$ cat src/rtl/perf_counter_pkg.sv
// Shared encodings for the performance counter bank: counting modes,
// access-select codes and bit positions inside the per-channel config word.
package perf_counter_pkg;

  typedef enum logic [1:0] {
    MODE_CYCLE = 2'd0,
    MODE_LEVEL = 2'd1,
    MODE_EDGE  = 2'd2,
    MODE_HOLD  = 2'd3
  } cnt_mode_e;

  localparam logic [1:0] WR_CNT     = 2'd0;
  localparam logic [1:0] WR_CFG     = 2'd1;
  localparam logic [1:0] WR_OVF_W1C = 2'd2;

  localparam logic [1:0] RD_CNT     = 2'd0;
  localparam logic [1:0] RD_CFG     = 2'd1;
  localparam logic [1:0] RD_OVF     = 2'd2;
  localparam logic [1:0] RD_SHADOW  = 2'd3;

  localparam int CFG_EN       = 0;
  localparam int CFG_MODE_LSB = 1;
  localparam int CFG_IRQ_EN   = 3;
  localparam int CFG_EVT_LSB  = 4;

endpackage

$ cat src/rtl/perf_counter_channel.sv
// One counter channel: live counter, config, sticky overflow and snapshot shadow.
// The event line and its previous-cycle sample arrive from the shared history in the top.
module perf_counter_channel
  import perf_counter_pkg::*;
#(
  parameter int CNT_WIDTH = 32,
  parameter int NUM_EVT   = 8,
  parameter int EVT_W     = 3
) (
  input  logic                 clk,
  input  logic                 rst,
  input  logic                 global_en_i,
  input  logic [NUM_EVT-1:0]   evt_i,
  input  logic [NUM_EVT-1:0]   evt_prev_i,
  input  logic                 snapshot_i,
  input  logic                 cnt_we_i,
  input  logic                 cfg_we_i,
  input  logic                 ovf_clr_i,
  input  logic [CNT_WIDTH-1:0] wr_data_i,
  output logic [CNT_WIDTH-1:0] cnt_o,
  output logic [CNT_WIDTH-1:0] cfg_o,
  output logic [CNT_WIDTH-1:0] shadow_o,
  output logic                 ovf_o,
  output logic                 irq_o
);

  logic [CNT_WIDTH-1:0] cnt_q, cnt_d;
  logic [CNT_WIDTH-1:0] shadow_q, shadow_d;
  logic                 en_q, en_d;
  cnt_mode_e            mode_q, mode_d;
  logic                 irqEn_q, irqEn_d;
  logic [EVT_W-1:0]     evtSel_q, evtSel_d;
  logic                 ovf_q, ovf_d;

  logic evtNow, evtPrev, modeHit, incEn, wrap;

  always_comb begin
    evtNow  = 1'b0;
    evtPrev = 1'b0;
    if (int'(evtSel_q) < NUM_EVT) begin
      evtNow  = evt_i[evtSel_q];
      evtPrev = evt_prev_i[evtSel_q];
    end

    case (mode_q)
      MODE_CYCLE: modeHit = 1'b1;
      MODE_LEVEL: modeHit = evtNow;
      MODE_EDGE:  modeHit = evtNow & ~evtPrev;
      default:    modeHit = 1'b0;
    endcase

    incEn = global_en_i & en_q & modeHit;
    // A software counter write suppresses both the increment and any wrap it would cause.
    wrap  = incEn & ~cnt_we_i & (&cnt_q);

    cnt_d = cnt_q;
    if (cnt_we_i) begin
      cnt_d = wr_data_i;
    end else if (incEn) begin
      cnt_d = cnt_q + CNT_WIDTH'(1);
    end

    ovf_d = ovf_q;
    if (ovf_clr_i) ovf_d = 1'b0;
    if (wrap)      ovf_d = 1'b1;

    en_d     = en_q;
    mode_d   = mode_q;
    irqEn_d  = irqEn_q;
    evtSel_d = evtSel_q;
    if (cfg_we_i) begin
      en_d     = wr_data_i[CFG_EN];
      mode_d   = cnt_mode_e'(wr_data_i[CFG_MODE_LSB +: 2]);
      irqEn_d  = wr_data_i[CFG_IRQ_EN];
      evtSel_d = wr_data_i[CFG_EVT_LSB +: EVT_W];
    end

    shadow_d = snapshot_i ? cnt_q : shadow_q;
  end

  always_ff @(posedge clk or posedge rst) begin
    if (rst) begin
      cnt_q    <= '0;
      shadow_q <= '0;
      en_q     <= 1'b0;
      mode_q   <= MODE_CYCLE;
      irqEn_q  <= 1'b0;
      evtSel_q <= '0;
      ovf_q    <= 1'b0;
    end else begin
      cnt_q    <= cnt_d;
      shadow_q <= shadow_d;
      en_q     <= en_d;
      mode_q   <= mode_d;
      irqEn_q  <= irqEn_d;
      evtSel_q <= evtSel_d;
      ovf_q    <= ovf_d;
    end
  end

  always_comb begin
    cfg_o                       = '0;
    cfg_o[CFG_EN]               = en_q;
    cfg_o[CFG_MODE_LSB +: 2]    = mode_q;
    cfg_o[CFG_IRQ_EN]           = irqEn_q;
    cfg_o[CFG_EVT_LSB +: EVT_W] = evtSel_q;
  end

  assign cnt_o    = cnt_q;
  assign shadow_o = shadow_q;
  assign ovf_o    = ovf_q;
  assign irq_o    = ovf_q & irqEn_q;

endmodule

$ cat src/rtl/perf_counter_bank.sv
// Bank of NUM_CNT performance counters with a CSR-style indexed access port.
// Holds the shared event history, write decode, read mux and registered read data.
module perf_counter_bank
  import perf_counter_pkg::*;
#(
  parameter int  NUM_CNT   = 4,
  parameter int  CNT_WIDTH = 32,
  parameter int  NUM_EVT   = 8,
  localparam int IDX_W     = (NUM_CNT > 1) ? $clog2(NUM_CNT) : 1,
  localparam int EVT_W     = $clog2(NUM_EVT)
) (
  input  logic                 clk,
  input  logic                 rst,
  input  logic                 global_en,
  input  logic [NUM_EVT-1:0]   evt_in,
  input  logic                 snapshot,
  input  logic                 wr_en,
  input  logic [IDX_W-1:0]     wr_idx,
  input  logic [1:0]           wr_sel,
  input  logic [CNT_WIDTH-1:0] wr_data,
  input  logic                 rd_en,
  input  logic [IDX_W-1:0]     rd_idx,
  input  logic [1:0]           rd_sel,
  output logic [CNT_WIDTH-1:0] rd_data,
  output logic                 rd_valid,
  output logic [NUM_CNT-1:0]   ovf,
  output logic                 irq
);

  logic [NUM_EVT-1:0]   evtPrev_q;
  logic [CNT_WIDTH-1:0] rdData_q;
  logic                 rdValid_q;

  logic [CNT_WIDTH-1:0] cntArr    [NUM_CNT];
  logic [CNT_WIDTH-1:0] cfgArr    [NUM_CNT];
  logic [CNT_WIDTH-1:0] shadowArr [NUM_CNT];
  logic [NUM_CNT-1:0]   ovfVec;
  logic [NUM_CNT-1:0]   irqVec;
  logic [CNT_WIDTH-1:0] rdMux;

  // Indices past NUM_CNT match no channel, so writes to them simply vanish.
  for (genvar gi = 0; gi < NUM_CNT; gi++) begin : g_ch
    logic hit;
    assign hit = wr_en && (wr_idx == IDX_W'(gi));

    perf_counter_channel #(
      .CNT_WIDTH (CNT_WIDTH),
      .NUM_EVT   (NUM_EVT),
      .EVT_W     (EVT_W)
    ) u_ch (
      .clk         (clk),
      .rst         (rst),
      .global_en_i (global_en),
      .evt_i       (evt_in),
      .evt_prev_i  (evtPrev_q),
      .snapshot_i  (snapshot),
      .cnt_we_i    (hit && (wr_sel == WR_CNT)),
      .cfg_we_i    (hit && (wr_sel == WR_CFG)),
      .ovf_clr_i   (hit && (wr_sel == WR_OVF_W1C) && wr_data[0]),
      .wr_data_i   (wr_data),
      .cnt_o       (cntArr[gi]),
      .cfg_o       (cfgArr[gi]),
      .shadow_o    (shadowArr[gi]),
      .ovf_o       (ovfVec[gi]),
      .irq_o       (irqVec[gi])
    );
  end

  always_comb begin
    rdMux = '0;
    if (int'(rd_idx) < NUM_CNT) begin
      case (rd_sel)
        RD_CNT:    rdMux = cntArr[rd_idx];
        RD_CFG:    rdMux = cfgArr[rd_idx];
        RD_OVF:    rdMux = CNT_WIDTH'(ovfVec[rd_idx]);
        RD_SHADOW: rdMux = shadowArr[rd_idx];
        default:   rdMux = '0;
      endcase
    end
  end

  always_ff @(posedge clk or posedge rst) begin
    if (rst) begin
      evtPrev_q <= '0;
      rdData_q  <= '0;
      rdValid_q <= 1'b0;
    end else begin
      evtPrev_q <= evt_in;
      rdValid_q <= rd_en;
      if (rd_en) rdData_q <= rdMux;
    end
  end

  assign rd_data  = rdData_q;
  assign rd_valid = rdValid_q;
  assign ovf      = ovfVec;
  assign irq      = |irqVec;

endmodule
$ cat config.mk
export PLATFORM = sky130hd
export DESIGN_NAME = perf_counter_bank
export DESIGN_NICKNAME = d
export VERILOG_FILES = /design/src/rtl/perf_counter_pkg.sv /design/src/rtl/perf_counter_channel.sv /design/src/rtl/perf_counter_bank.sv
export SDC_FILE = /design/constraint.sdc
export NUM_CORES = 1
export LEC_CHECK = 0
export CAP_MARGIN = 20
export CORE_ASPECT_RATIO = 1.4
export CORE_MARGIN = 2
export CORE_UTILIZATION = 40
export CTS_CLUSTER_SIZE = 14
export DETAILED_ROUTE_END_ITERATION = 8
export PLACE_DENSITY_LB_ADDON = 0.12
export SLEW_MARGIN = 20
export SYNTH_ARGS = -nofsm -noshare
export SYNTH_HDL_FRONTEND = slang
export SYNTH_SLANG_ARGS = --single-unit
export TNS_END_PERCENT = 30
$ cat constraint.sdc
create_clock -name clk -period 18.68 [get_ports clk]
set_input_delay 2.802 -clock clk [delete_from_list [all_inputs] [get_ports clk]]
set_output_delay 2.802 -clock clk [all_outputs]
set_load 0.02 [all_outputs]
Word-level counts from Yosys, hierarchy flattened

Index checks and enable logic that the tools add are counted.

Flip-flop bits (word level): 329
Word-level logic and storage cells: 178
Output and inout port bits: 38
Input bits: 54

$lt $le $gt $ge: 6
Reduce and logical (&&, ||, !) cells: 40
Equality and inequality tests: 16
Add/subtract/negate cells: 4
Mux-type cells: 48
Bitwise operators: 33

Operator list:

| kind                                                                 | count |
|---|---|
| 32-bit two-way mux                                                   | 14 |
| 32-bit binary-select mux with 2-bit select                           | 3 |
| 32-bit by 1-bit adder with 32-bit output, second input constant      | 4 |
| 32-bit one-hot mux with 4 select lines                               | 1 |
| 32-bit AND reduction                                                 | 4 |
| 1-bit AND                                                            | 24 |
| 1-bit binary-select mux with 3-bit select                            | 8 |
| 1-bit logical AND                                                    | 20 |
| 2-bit == test, second input constant                                 | 9 |
| 1-bit two-way mux                                                    | 17 |
| 3-bit by 4-bit < comparator with 1-bit output, second input constant | 4 |
| 2-bit nonzero test                                                   | 8 |
| 2-bit by 1-bit == test with 1-bit output, second input constant      | 7 |
| 2-bit zero test                                                      | 7 |
| 1-bit one-hot mux with 3 select lines                                | 4 |
| 1-bit inverter                                                       | 8 |
| 4-bit OR reduction                                                   | 1 |
| 3-bit >= comparator, second input constant                           | 1 |
| 2-bit by 3-bit < comparator with 1-bit output, second input constant | 1 |
| 2-bit inverter with 3-bit output                                     | 1 |
| 1-bit binary-select mux with 2-bit select                            | 1 |

Depth between registers and ports, before layout

Word-level depth: 9
Depth in mapped cells: 8
Gate-level depth less buffers: 7

Cells and area by module

Synthesis repeated with hierarchy kept, for this count alone.

Cells, all modules: 1821
Area total of the unflattened synthesis: 19886.6 sq um

Modules (own cells, without submodules):

| module               | cells each | area each (sq um) | times used | seq. area each (sq um) |
|---|---|---|---|---|
| perf_counter_channel | 373        | 3811.2            | 4          | 1801.7 |
| perf_counter_bank    | 329        | 4642.0            | 1          | 1026.0 |

Worst setup path before layout

No wires, ideal clock.

Path kind: in2reg
From: in rd_idx[0]
To: reg rdData_q[10], in the netlist rd_data[10]
Stages: 6
Slack: 13937 ps
Library setup time: 137 ps
Buffers on the path: 3
Data arrival time: 4606 ps
Data required time: 18543 ps
Path through: buf_2 -> buf_1 -> buf_2 -> mux4_2 -> a22oi_1 -> a21oi_1

Longest elaborated chain between the ends: 5
Elaborated cells between the ends (all ways): 11
Classes of those cells: mux: 10; bitwise: 1

Ends and longest elaborated chain:

| item                                                                 | line                                                                      | text |
|---|---|---|
| start: declaration                                                   | perf_counter_bank.sv:22                                                   | `input logic [IDX_W-1:0] rd_idx,` |
| 2-bit inverter with 3-bit output (implied by the code) *             | perf_counter_bank.sv:73, perf_counter_bank.sv:74, perf_counter_bank.sv:76 |  |
| 32-bit binary-select mux with 2-bit select, on equally long branches | perf_counter_bank.sv:76, perf_counter_bank.sv:73, perf_counter_bank.sv:74 |  |
| 32-bit two-way mux, on equally long branches (2 in a row)            | perf_counter_bank.sv:76, perf_counter_bank.sv:73, perf_counter_bank.sv:74 |  |
| 32-bit one-hot mux with 4 select lines *                             | perf_counter_bank.sv:72                                                   | `case (rd_sel)` |
| end signal: assignment                                               | perf_counter_bank.sv:90                                                   | `if (rd_en) rdData_q <= rdMux;` |
| end: declaration                                                     | perf_counter_bank.sv:31                                                   | `logic [CNT_WIDTH-1:0] rdData_q;` |

Mark *: on every way between the ends. The rest lies on a longest branch, timed or not. The select of a mux whose other input is x is not followed.
A chain may end at the register's enable or synchronous reset.

Worst setup path in the final report

From: in evt_in[7]
To: reg g_ch[2].u_ch.cnt_q[31]

Longest elaborated chain between the ends: 6

Ends and longest elaborated chain:

| item                                        | line                       | text |
|---|---|---|
| start: declaration                          | perf_counter_bank.sv:15    | `input logic [NUM_EVT-1:0] evt_in,` |
| 1-bit binary-select mux with 3-bit select * | perf_counter_channel.sv:41 | `evtNow = evt_i[evtSel_q];` |
| 1-bit two-way mux (implied by the code) *   | perf_counter_channel.sv:41 |  |
| 1-bit AND                                   | perf_counter_channel.sv:48 | `MODE_EDGE: modeHit = evtNow & ~evtPrev;` |
| 1-bit one-hot mux with 3 select lines *     | perf_counter_channel.sv:45 | `case (mode_q)` |
| 1-bit AND *                                 | perf_counter_channel.sv:52 | `incEn = global_en_i & en_q & modeHit;` |
| 2-bit nonzero test (no line) *              | --                         |  |
| end signal: assignment                      | perf_counter_channel.sv:91 | `cnt_q <= cnt_d;` |
| end: declaration                            | perf_counter_channel.sv:27 | `logic [CNT_WIDTH-1:0] cnt_q, cnt_d;` |

Marks and branches as above.

==> out/summary.txt <==
Status: complete, no violations
Worst path cell trace: clkdlybuf4s50_1, mux2i_1, mux4_2, nand2_1, nand2_1, or3_1, a31oi_1
Ys flop type: dfrtp_1
Number of synthesized register bits: 329
Initial antenna violation count: 0
DR vias: 12700
DR iter-0 viols: 830
Post-synth top area cell: dfrtp_1
Final Skew: 0.0187 ns
Post-synth top cells: 329 x dfrtp_1, 163 x mux2_2, 147 x nand2_1
Mapped Nets: 1590
Port Buffers: 91
Full die area: 45400 um2
Number of distinct library cells after synthesis: 57
RSZ-0062 raised after global routing: no
Static leakage: 7.94 nW
WHS Path Cells: 1
Antenna Nets Post-Route: 0
Ant diodes: 0
CTS tree: done
Max Slew Vio Count: 0
Comb pwr share: 0.218
Async set-reset flop share out of synthesis: 1.00
Starting density of the core: 0.405
Min Tclk post-route: 5.24 ns
Via density: 5.88
Sw Pwr: 740 uW
Count leader, synth: dfrtp_1
Number of max-cap violations: 0
Maximum VDD drop: 0.0880 mV
Final Wtd Congestion: 0.821
Clock power share: 0.316
Data required, critical path: 19.14 ns
CP most frequent cell: nand2_1
Clock sinks: 329
Synth warn: 0
Reg area: 8230 um2
Chip Width: 181 um
Share of the synthesized area in the top cell type: 0.471
Worst hold path startpoint: g_ch[3].u_ch.shadow_o[6]$_DFFE_PP0P_
Worst hold endpoint: g_ch[3].u_ch.shadow_o[6]$_DFFE_PP0P_
Routed WL per cell: 24.4 um
Fmax: 0.191 GHz
Ports: 92
DRC viols: 0
Tcrit/Tclk final: 0.280
FP Rows: 90
Placed insts: 2096
Post_cts resized: 0
Endpoints failing setup: 0
Worst setup SP type: primary input
H-tree levels: 2
Multi-input logic area: 8840 um2
Routed WL: 52800 um
Hold Path Class: flop to flop
Number of global-route vias before repair: 13100
GRT Overall Usage: 0.234
Root buffer cell: clkbuf_16
Final nets: 1642
Post-Syn Instances: 1532
WHS: 0.499 ns
Worst-case clock buffer depth: 3
Setup Fix Bufs, Post-CTS: 0
Worst slew margin: 0.228
Cell internal pwr: 1.61 mW
Netlist Area Pre-Place: 17500 um2
CP Data Arrival Time: 5.69 ns
Syn Area/Cell: 11.4 um2
Die Ht: 251 um
Fillers: 4012
Post-DP HPWL: 36100 um
Latest clock arrival within the worst-skew pair: 0.54 ns
Worst slew pin tran: 1.16 ns
GR Overflow Total: 0
Share of layout cells above drive strength 1: 0.220
Reg power frac: 0.466
Setup TNS: 0 ns
Post-synth EDFFs: 0
Kind of end point of the critical path: flop
Worst-path clk slew: 0.06 ns
Slowest cell on the critical path: nand2_1
R2r startpoint: g_ch[3].u_ch.evtSel_q[1]$_DFFE_PP0P_
Largest net degree at the start of global routing: 128
Worst R2R End: g_ch[3].u_ch.cnt_o[26]$_DFFE_PP0P_
R2r setup slk: 15.14 ns
Post-Layout Cell Count: 2164
Switch share: 0.315
Worst-path maximum fanout: 19
Core region area: 43100 um2
Post-CTS Hold Fix Bufs: 0
CP peak stage delay: 0.71 ns
First-pass iteration count of the detailed router: 5
Area Growth Syn to Fin: 15.1%
Register area share after synthesis: 0.471
Ratio of total power to cell area: 117 nW/um2
Final Hold Vio Count: 0
Top cells by area, synth: dfrtp_1 47%, mux4_2 11%, mux2_2 11%
CTS Buf Count: 37
Critical path type: primary input to flop
Worst R2R Path Depth: 6
First-pass GRT wire length: 81600 um
[layout make-up]
type                            instances  area share
Sequential cell                       329       0.409
Inverter                                9     0.00205
Tap cell                              552      0.0343
Clock buffer                           59      0.0577
Clock inverter                          8     0.00355
Timing Repair Buffer                  113      0.0535
Multi-Input combinational cell       1094       0.440
[cell families (layout without fill, tap and decap cells)]
kind of cell	Yosys count	count (layout)	synth area share
simple gates	482	482	0.140
fa+ha+maj	4	4	0.00286
flops	329	329	0.471
mux	276	276	0.229
buf+inv	109	189	0.0256
xor+xnor	110	110	0.0551
compound gates	222	222	0.0757
[worst max-delay path by stage]
stage	depth (start not counted)	start	slack (ns)	to
floorplan	1	rst	6.77	evtPrev_q[0]$_DFF_PP0_
global placement	5	rd_idx[0]	12.99	rd_data[0]$_DFFE_PP0P_
detailed placement	7	evt_in[7]	12.90	g_ch[2].u_ch.cnt_o[29]$_DFFE_PP0P_
CTS	7	evt_in[7]	13.46	g_ch[2].u_ch.cnt_o[31]$_DFFE_PP0P_
global route	7	evt_in[7]	13.28	g_ch[2].u_ch.cnt_o[31]$_DFFE_PP0P_
finish	7	evt_in[7]	13.44	g_ch[2].u_ch.cnt_o[31]$_DFFE_PP0P_
[registers in the layout (all words and copies together), names as in the netlist]
signal	cells
g_ch.u_ch.evtSel_q	12
g_ch.u_ch.mode_q	8
rd_data	32
g_ch.u_ch.ovf_o	4
g_ch.u_ch.irqEn_q	4
g_ch.u_ch.en_q	4
rd_valid	1
evtPrev_q	8
g_ch.u_ch.cnt_o	128
g_ch.u_ch.shadow_o	128
[worst max-delay path, delay by kind of cell]
| kind | cells | cell delay, ns |
|---|---|---|
| simple gates | 3 | 1.48 |
| mux | 2 | 0.66 |
| buf+inv | 1 | 0.56 |
| compound gates | 1 | 0.18 |
[layer usage]
layer / share of wire / track usage / vias to the layer above
met1: 0.41 / 0.296 / 6568
met2: 0.50 / 0.404 / 318
met5: 0 / 0 / -
met3: 0.047 / 0.0324 / 97
met4: 0.041 / 0.0961 / 0
li1: - / - / 5736
[stage by stage]
stage	power (mW)	util	setup slack, ns	instance area [um2]
floorplan	1.41	-	6.77	17500
global placement	1.60	0.437	12.99	18900
detailed placement	1.62	0.437	12.90	18900
CTS	2.37	0.466	13.46	20100
global route	2.47	0.466	13.28	20100
finish	2.35	0.466	13.44	20100
[layout by cell type, fill, tap and decap left out, types with 24 or more instances in the layout]
cell type,n
nand4_1,59
clkdlybuf4s50_1,87
nand2_1,147
o21ai_0,105
mux2i_1,26
and3_1,37
clkbuf_16,39
dfrtp_1,329
buf_4,24
xor2_1,98
mux4_2,83
mux2_2,163
a21oi_1,57
a22oi_1,29
nor2_1,80
nand3_1,59
[power groups by stage]
stage | clock, mW | sequential [mW] | combinational, mW
after CTS | 0.761 | 1.09 | 0.516
after global placement | 0 | 1.10 | 0.502
after floorplan | 0 | 1.03 | 0.383
final | 0.742 | 1.09 | 0.512
after global routing | 0.787 | 1.12 | 0.559
after detailed placement | 0 | 1.10 | 0.513
(Power assumes the default switching activity.)
